--- config.mk ---
export PLATFORM = sky130hd
export DESIGN_NAME = pwm_deadtime
export DESIGN_NICKNAME = d
export VERILOG_FILES = /design/src/rtl/pwm_deadtime.sv
export SDC_FILE = /design/constraint.sdc
export NUM_CORES = 1
export LEC_CHECK = 0
export CORE_UTILIZATION = 40
export CTS_CLUSTER_DIAMETER = 60
export DETAILED_ROUTE_END_ITERATION = 12
export PLACE_DENSITY = 0.71
export SLEW_MARGIN = 20
export SYNTH_ARGS = -nofsm -noshare
export SYNTH_HDL_FRONTEND = slang
export SYNTH_SLANG_ARGS = --single-unit
export TNS_END_PERCENT = 20
--- constraint.sdc ---
create_clock -name clk -period 4.3 [get_ports clk]
set_input_delay 0.645 -clock clk [delete_from_list [all_inputs] [get_ports clk]]
set_output_delay 0.645 -clock clk [all_outputs]
set_load 0.1 [all_outputs]
--- src/rtl/pwm_deadtime.sv ---
// pwm_deadtime: turns a single-ended PWM stream into a complementary
// high-side / low-side gate pair with a programmable dead-time gap at every
// edge. Pulses shorter than the dead-time are swallowed and flagged.
module pwm_deadtime #(
    parameter int DT_WIDTH = 8
) (
    input  logic                clk,
    input  logic                reset,
    input  logic                enable,
    input  logic [DT_WIDTH-1:0] dead_time,
    input  logic                pwm_in,
    output logic                pwm_hi,
    output logic                pwm_lo,
    output logic                pulse_dropped
);

    typedef enum logic [2:0] {
        S_IDLE    = 3'd0,
        S_LO      = 3'd1,
        S_HI      = 3'd2,
        S_DT_RISE = 3'd3,
        S_DT_FALL = 3'd4
    } state_t;

    localparam logic [DT_WIDTH-1:0] CNT_ZERO = '0;
    localparam logic [DT_WIDTH-1:0] CNT_ONE  = DT_WIDTH'(1);

    state_t              state_q, state_d;
    logic [DT_WIDTH-1:0] cnt_q, cnt_d;
    logic                pwm_q;
    logic                drop_d;
    logic                hi_d, lo_d;
    logic                hi_q, lo_q, drop_q;

    // State, counter, input sample and registered gate drives.
    always_ff @(posedge clk) begin
        if (reset) begin
            state_q <= S_IDLE;
            cnt_q   <= CNT_ZERO;
            pwm_q   <= 1'b0;
            hi_q    <= 1'b0;
            lo_q    <= 1'b0;
            drop_q  <= 1'b0;
        end else begin
            state_q <= state_d;
            cnt_q   <= cnt_d;
            pwm_q   <= pwm_in;
            hi_q    <= hi_d;
            lo_q    <= lo_d;
            drop_q  <= drop_d;
        end
    end

    // Next-state logic; disabling the bridge overrides every other transition.
    always_comb begin
        state_d = state_q;
        cnt_d   = cnt_q;
        drop_d  = 1'b0;
        if (!enable) begin
            state_d = S_IDLE;
        end else begin
            case (state_q)
                S_IDLE: begin
                    // Leaving IDLE always inserts a full gap before any gate turns on.
                    if (dead_time == CNT_ZERO) begin
                        state_d = pwm_q ? S_HI : S_LO;
                    end else begin
                        state_d = pwm_q ? S_DT_RISE : S_DT_FALL;
                        cnt_d   = dead_time;
                    end
                end
                S_LO: begin
                    if (pwm_q) begin
                        if (dead_time == CNT_ZERO) begin
                            state_d = S_HI;
                        end else begin
                            state_d = S_DT_RISE;
                            cnt_d   = dead_time;
                        end
                    end
                end
                S_HI: begin
                    if (!pwm_q) begin
                        if (dead_time == CNT_ZERO) begin
                            state_d = S_LO;
                        end else begin
                            state_d = S_DT_FALL;
                            cnt_d   = dead_time;
                        end
                    end
                end
                S_DT_RISE: begin
                    // Input fell back before the gap expired: the pulse is cancelled.
                    if (!pwm_q) begin
                        state_d = S_LO;
                        drop_d  = 1'b1;
                    end else if (cnt_q <= CNT_ONE) begin
                        state_d = S_HI;
                    end else begin
                        cnt_d = cnt_q - CNT_ONE;
                    end
                end
                S_DT_FALL: begin
                    if (pwm_q) begin
                        state_d = S_HI;
                        drop_d  = 1'b1;
                    end else if (cnt_q <= CNT_ONE) begin
                        state_d = S_LO;
                    end else begin
                        cnt_d = cnt_q - CNT_ONE;
                    end
                end
                default: begin
                    state_d = S_IDLE;
                end
            endcase
        end
    end

    // Gate drives decoded from the next state so they change on the transition edge.
    always_comb begin
        hi_d = (state_d == S_HI);
        lo_d = (state_d == S_LO);
    end

    assign pwm_hi        = hi_q;
    assign pwm_lo        = lo_q;
    assign pulse_dropped = drop_q;

endmodule

# Word level (Yosys, flattened, before mapping)
# Cells that the tools add are included.
# totals
regBits	15
out_inout_bits	3
# classes
add_sub_neg	1
n_lt_le_gt_ge	1
eq_ne	10
n_mux	23
n_bitwise	1
n_reduce_logical	5
# op_table
op	n
$mux 8	6
$pmux 8 s5	1
$mux 3	10
$pmux 3 s5	1
$eq 3x2->1 const B	3
$le 8x1->1 const B	1
$logic_not 8->1	1
$ne 2x2->1 const B	4
$sub 8x1->8 const B	1
$eq 3x1->1 const B	2
$reduce_and 6->1	1
$reduce_bool 5->1	1
$eq 3x3->1 const B	1
$logic_not 3->1	1
$mux 1	3
$mux 2	1
$pmux 1 s2	1
$reduce_or 2->1	1
$not 1->1	1

# Logic depth before layout (Yosys ltp)
# logic_depth
ltp_word	6
mapped_depth	7
depth_no_buf	7

# Worst setup path after synthesis
# Ideal clock, no wire load.
# synth_timing
path_type	in2reg
from	in dead_time[0]
to	reg lo_q (netlist: pwm_lo)
arrival_ns	2.051
required_ns	4.230
setup_slack_ns	2.179
path_stages	6
path_buffers	0
path_cell_list	nor4_2 > nand2_1 > ha_1 > a32o_1 > a311o_1 > a21oi_1
# synth_via
elab_chain_len	6
elab_cells_between_ends	9
cone_classes	eq/ne: 1; mux: 7; reduce/logical: 1
# synth_rtl
item	line	source
start, declared	10	input logic [DT_WIDTH-1:0] dead_time,
$logic_not 8->1 *	65, 74, 84	
$mux 3 or $mux 1 (tied branches)	84, 74	
$mux 3 (on tied branches)	83, 73	
$pmux 3 s5 *	62	case (state_q)
$mux 3 *	59	if (!enable) begin
$eq 3x1->1 *	123	lo_d = (state_d == S_LO);
end signal, assigned	49	lo_q <= lo_d;
end, declared	33	logic hi_q, lo_q, drop_q;
# Every way passes the cells marked *; elsewhere a longest branch is shown, timed or not.
# A chain may end at the register's enable or synchronous reset.

# Worst setup path in the final report
# layout_timing
from	in dead_time[4]
to	reg lo_q (netlist: pwm_lo)
# The elaborated chain is that of the path after synthesis.

==> metrics.log <==
[metrics] Row Count: 18
[metrics] total vias in the final route: 1044
[metrics] beginning of the worst hold path: cnt_q[7]
[metrics] Post-Synthesis Mean Instance Area: 8.331 um2
[metrics] met2 Resource Use GR: around a third
[metrics] required time reported for the critical path endpoint: 4530 ps
[metrics] Critical Path, Cell by Cell: clkdlybuf4s50_1 > nor4_2 > nand2_1 > ha_1 > nand2_1 > a311o_2 > a21oi_1
[metrics] power density cells: 298.0 mW/mm2
[metrics] Setup Fix Bufs, Post-CTS: 0
[metrics] Period Utilization, post-route: 57.96%
[metrics] global-route wire length before repair: 4347 um
[metrics] final wirelength: ~2600 um
[metrics] largest net degree at the start of global routing: 15
[metrics] Critical Path Most Common Cell: nand2_1
[metrics] maximum ir drop on the vdd rail: 0.2783 mV
[metrics] WL per Instance: 15.19 um
[metrics] kind of launch point of the worst setup path: primary input
[metrics] # hold bufs at CTS: 0
[metrics] placeable core area: 0.002477 mm2
[metrics] maximum clock frequency: 401.2 MHz
[metrics] die height: between 50 and 60 um
[metrics] number of enable-type register cells in the synthesized netlist: 0
[metrics] number of optimization iterations in the first detailed-route pass: 4
[metrics] CTS Root Cell: clkbuf_4
[metrics] clock-pin slew on the worst setup and hold paths: roughly 100 ps
[metrics] number of cells produced by synthesis: 126
[metrics] number of antenna violations at the first check in global routing: 0
[metrics] number of non-filler instances in the completed layout: between 150 and 200
[metrics] max cap viols: 0
[metrics] top library cells by usage in the layout, fill and taps aside: 15 x dfxtp_1, 14 x a21oi_1, 14 x clkdlybuf4s50_1
[metrics] final critical delay including setup and external delays: 2492 ps
[metrics] clk_lat worst skew: about 290 ps
[metrics] RSZ-0062 raised after global routing: false
[metrics] total die area: between 0.002 and 0.003 mm2
[metrics] CTS tree: done
[metrics] total power: 361.2 uW
[metrics] all-layer global routing usage: 21.05%
[metrics] met1 track demand over resource: 26.03%
[metrics] number of remaining DRC errors: 0
[metrics] antenna fix cells: 0
[metrics] Top Family by Delay on Critical Path: simple AND/OR/NAND/NOR gates
[metrics] grt peak-use layer: met2
[metrics] post-detailed-placement cell area: about 0.0012 mm2
[metrics] commonest non-fill, non-tap cell in the layout: dfxtp_1
[metrics] antenna viol nets, final: 0
[metrics] depth of the CTS H-tree: 1
[metrics] global routing met3 resource utilization: 6.609%
[metrics] Critical Path Sink Type: flop
[metrics] TNS Setup: 0 ps
[metrics] share of the core filled with cells in the final layout: 48.94%
[metrics] number of buffers added by the clock tree synthesis step: 3
[metrics] final-stage net count: 155
[metrics] result of the run: complete, no violations
[metrics] Worst Setup Slack, final: 1808 ps
[metrics] Max Slew Vio Count: 0
[metrics] leakage: ~0.44 nW
[metrics] Netlist Area Pre-Place: 0.001050 mm2
[metrics] largest stage delay on the critical path: a little under 500 ps
[metrics] routability cong.: about 0.79
[metrics] clock sink total: 15
[metrics] transition time at the pin with the least slew margin: between 900 and 1000 ps
[metrics] net count of the mapped netlist: 141
[metrics] total of fill cells in the finished design: between 200 and 300
[metrics] path type of the worst min-delay path: reg2reg
[metrics] number of synthesized register bits: 15
[metrics] worst reg2reg setup slack: 2080 ps
[metrics] launch point of the worst reg-to-reg path: cnt_q[0]
[metrics] buffers added on ports: 14
[metrics] R2R cell count: 6
[metrics] worst path bufs/invs: 1
[metrics] YS warnings: 0
[metrics] reg-to-reg critical path endpoint: cnt_q[0]
[metrics] HPWL after detailed placement: 1890 um
[metrics] Initial Utilization: 42.37%
[metrics] post-place setup slack: roughly 1500 ps
[metrics] number of library cell types mapped by synthesis: 44
[metrics] number of global-route vias before repair: between 900 and 1k
[metrics] Max-Slew Margin vs Limit: around a third
[metrics] Die W: 53.23 um
[metrics] setup violators final: 0
[metrics] Critical Path Slowest Stage Cell: nor4_2
[metrics] WS Path Type: in2reg
[metrics] cell area after layout: 0.001212 mm2
[metrics] data arrival time at the worst-slack endpoint: 2720 ps
[metrics] count of placed standard cells including taps: ~170
[metrics] worst hold path stage count: 2
[metrics] count of boundary I/O pins: 15
[metrics] aggregate global routing overflow: 0
[metrics] share of synthesized registers carrying an async set or reset: 0%
[metrics] number of cells upsized or downsized after cts: 0
[metrics] Vias per Instance: 6.178
[metrics] area growth from synthesis to layout: 15.49%
[metrics] highest net fanout along the worst path: 4
[metrics] ratio of cells with drive above 1 in the final layout: 12.95%
[metrics] sequential fraction of the synthesis area: 28.61%
[metrics] hold slack final: 495.8 ps
[metrics] end of the worst hold path: cnt_q[7]
[metrics] predominant post-synthesis flop cell: dfxtp_1
[metrics] number of buffers on the longest clock path: 2
[metrics] first-iteration detailed-routing DRC count: 30
[metrics] clk_skew: 3.439 ps
[metrics] final hold vios: 0
[per-layer routing]
metal / up-vias / wire (um)
met5: - / 0
met4: 0 / 14
met3: 2 / 125
met2: 34 / 1277
met1: 509 / 1149
li1: 499 / -
[worst reg2reg max path, cell delays in order, from the launching register on]
cell and delay [ps]:
dfxtp_1 420, inv_1 80, ha_1 260, o211ai_2 530, o2111ai_4 230, or4_1 520, o41ai_1 80
[flip-flops by register name, summed over array words and instances (netlist names)]
register / flops
cnt_q: 8
pulse_dropped: 1
pwm_hi: 1
pwm_lo: 1
pwm_q: 1
state_q: 3
[logic make-up after synthesis]
family / after synthesis / synth area share, %
AND/OR/NAND/NOR: 61 / 35.28
AO/OA/AOI/OAI: 37 / 25.99
flip-flops: 15 / 28.61
buffers and inverters: 9 / 5.481
adder cells (fa/ha/maj): 3 / 3.576
multiplexers: 1 / 1.073
[cell usage after synthesis, drive strengths merged, types with 2 or more instances]
master | instances | area [um2]
inv | 4 | 15.01
a311o | 2 | 21.27
nor3 | 2 | 10.01
nor4 | 5 | 50.05
nand2b | 6 | 37.54
buf | 5 | 42.53
a21oi | 14 | 70.07
nand4b | 2 | 17.52
ha | 3 | 37.54
dfxtp | 15 | 300.3
nor2b | 5 | 31.28
nand3 | 4 | 20.02
nor3b | 2 | 20.02
nand2 | 13 | 48.80
o32ai | 2 | 17.52
a41oi | 2 | 17.52
nor2 | 13 | 56.30
a21o | 3 | 22.52
and3 | 2 | 13.77
o21ai | 5 | 25.02
[worst max path at each step]
stage | to | slack (ps) | startpoint | cells after the start
floorplan | pwm_lo | 2180 | dead_time[0] | 6
global placement | pwm_lo | 1580 | dead_time[0] | 7
detailed placement | pwm_lo | 1490 | dead_time[0] | 7
CTS | pwm_lo | 1800 | dead_time[0] | 7
global route | pwm_lo | 1680 | dead_time[0] | 7
finish | pwm_lo | 1810 | dead_time[4] | 7
[power breakdown]
| part | switching, mW | total (mW) | internal [mW] | leakage, nW |
|---|---|---|---|---|
| Clock | 0.0502 | 0.0848 | 0.0346 | 0.0177 |
| Combinational | 0.0656 | 0.114 | 0.0485 | 0.295 |
| Sequential | 0.0135 | 0.162 | 0.149 | 0.123 |
[layout make-up]
| type | count | area (um2) | share of cell area (%) |
|---|---|---|---|
| clock buffers | 3 | 22.52 | 1.858 |
| inverters | 4 | 15.01 | 1.238 |
| clock inverters | 1 | 5.005 | 0.4128 |
| repair buffers | 14 | 140.1 | 11.56 |
| flip-flops and latches | 15 | 300.3 | 24.77 |
| multi-input cells | 102 | 691.9 | 57.07 |
| well taps | 30 | 37.54 | 3.096 |
(Power assumes the default switching activity.)
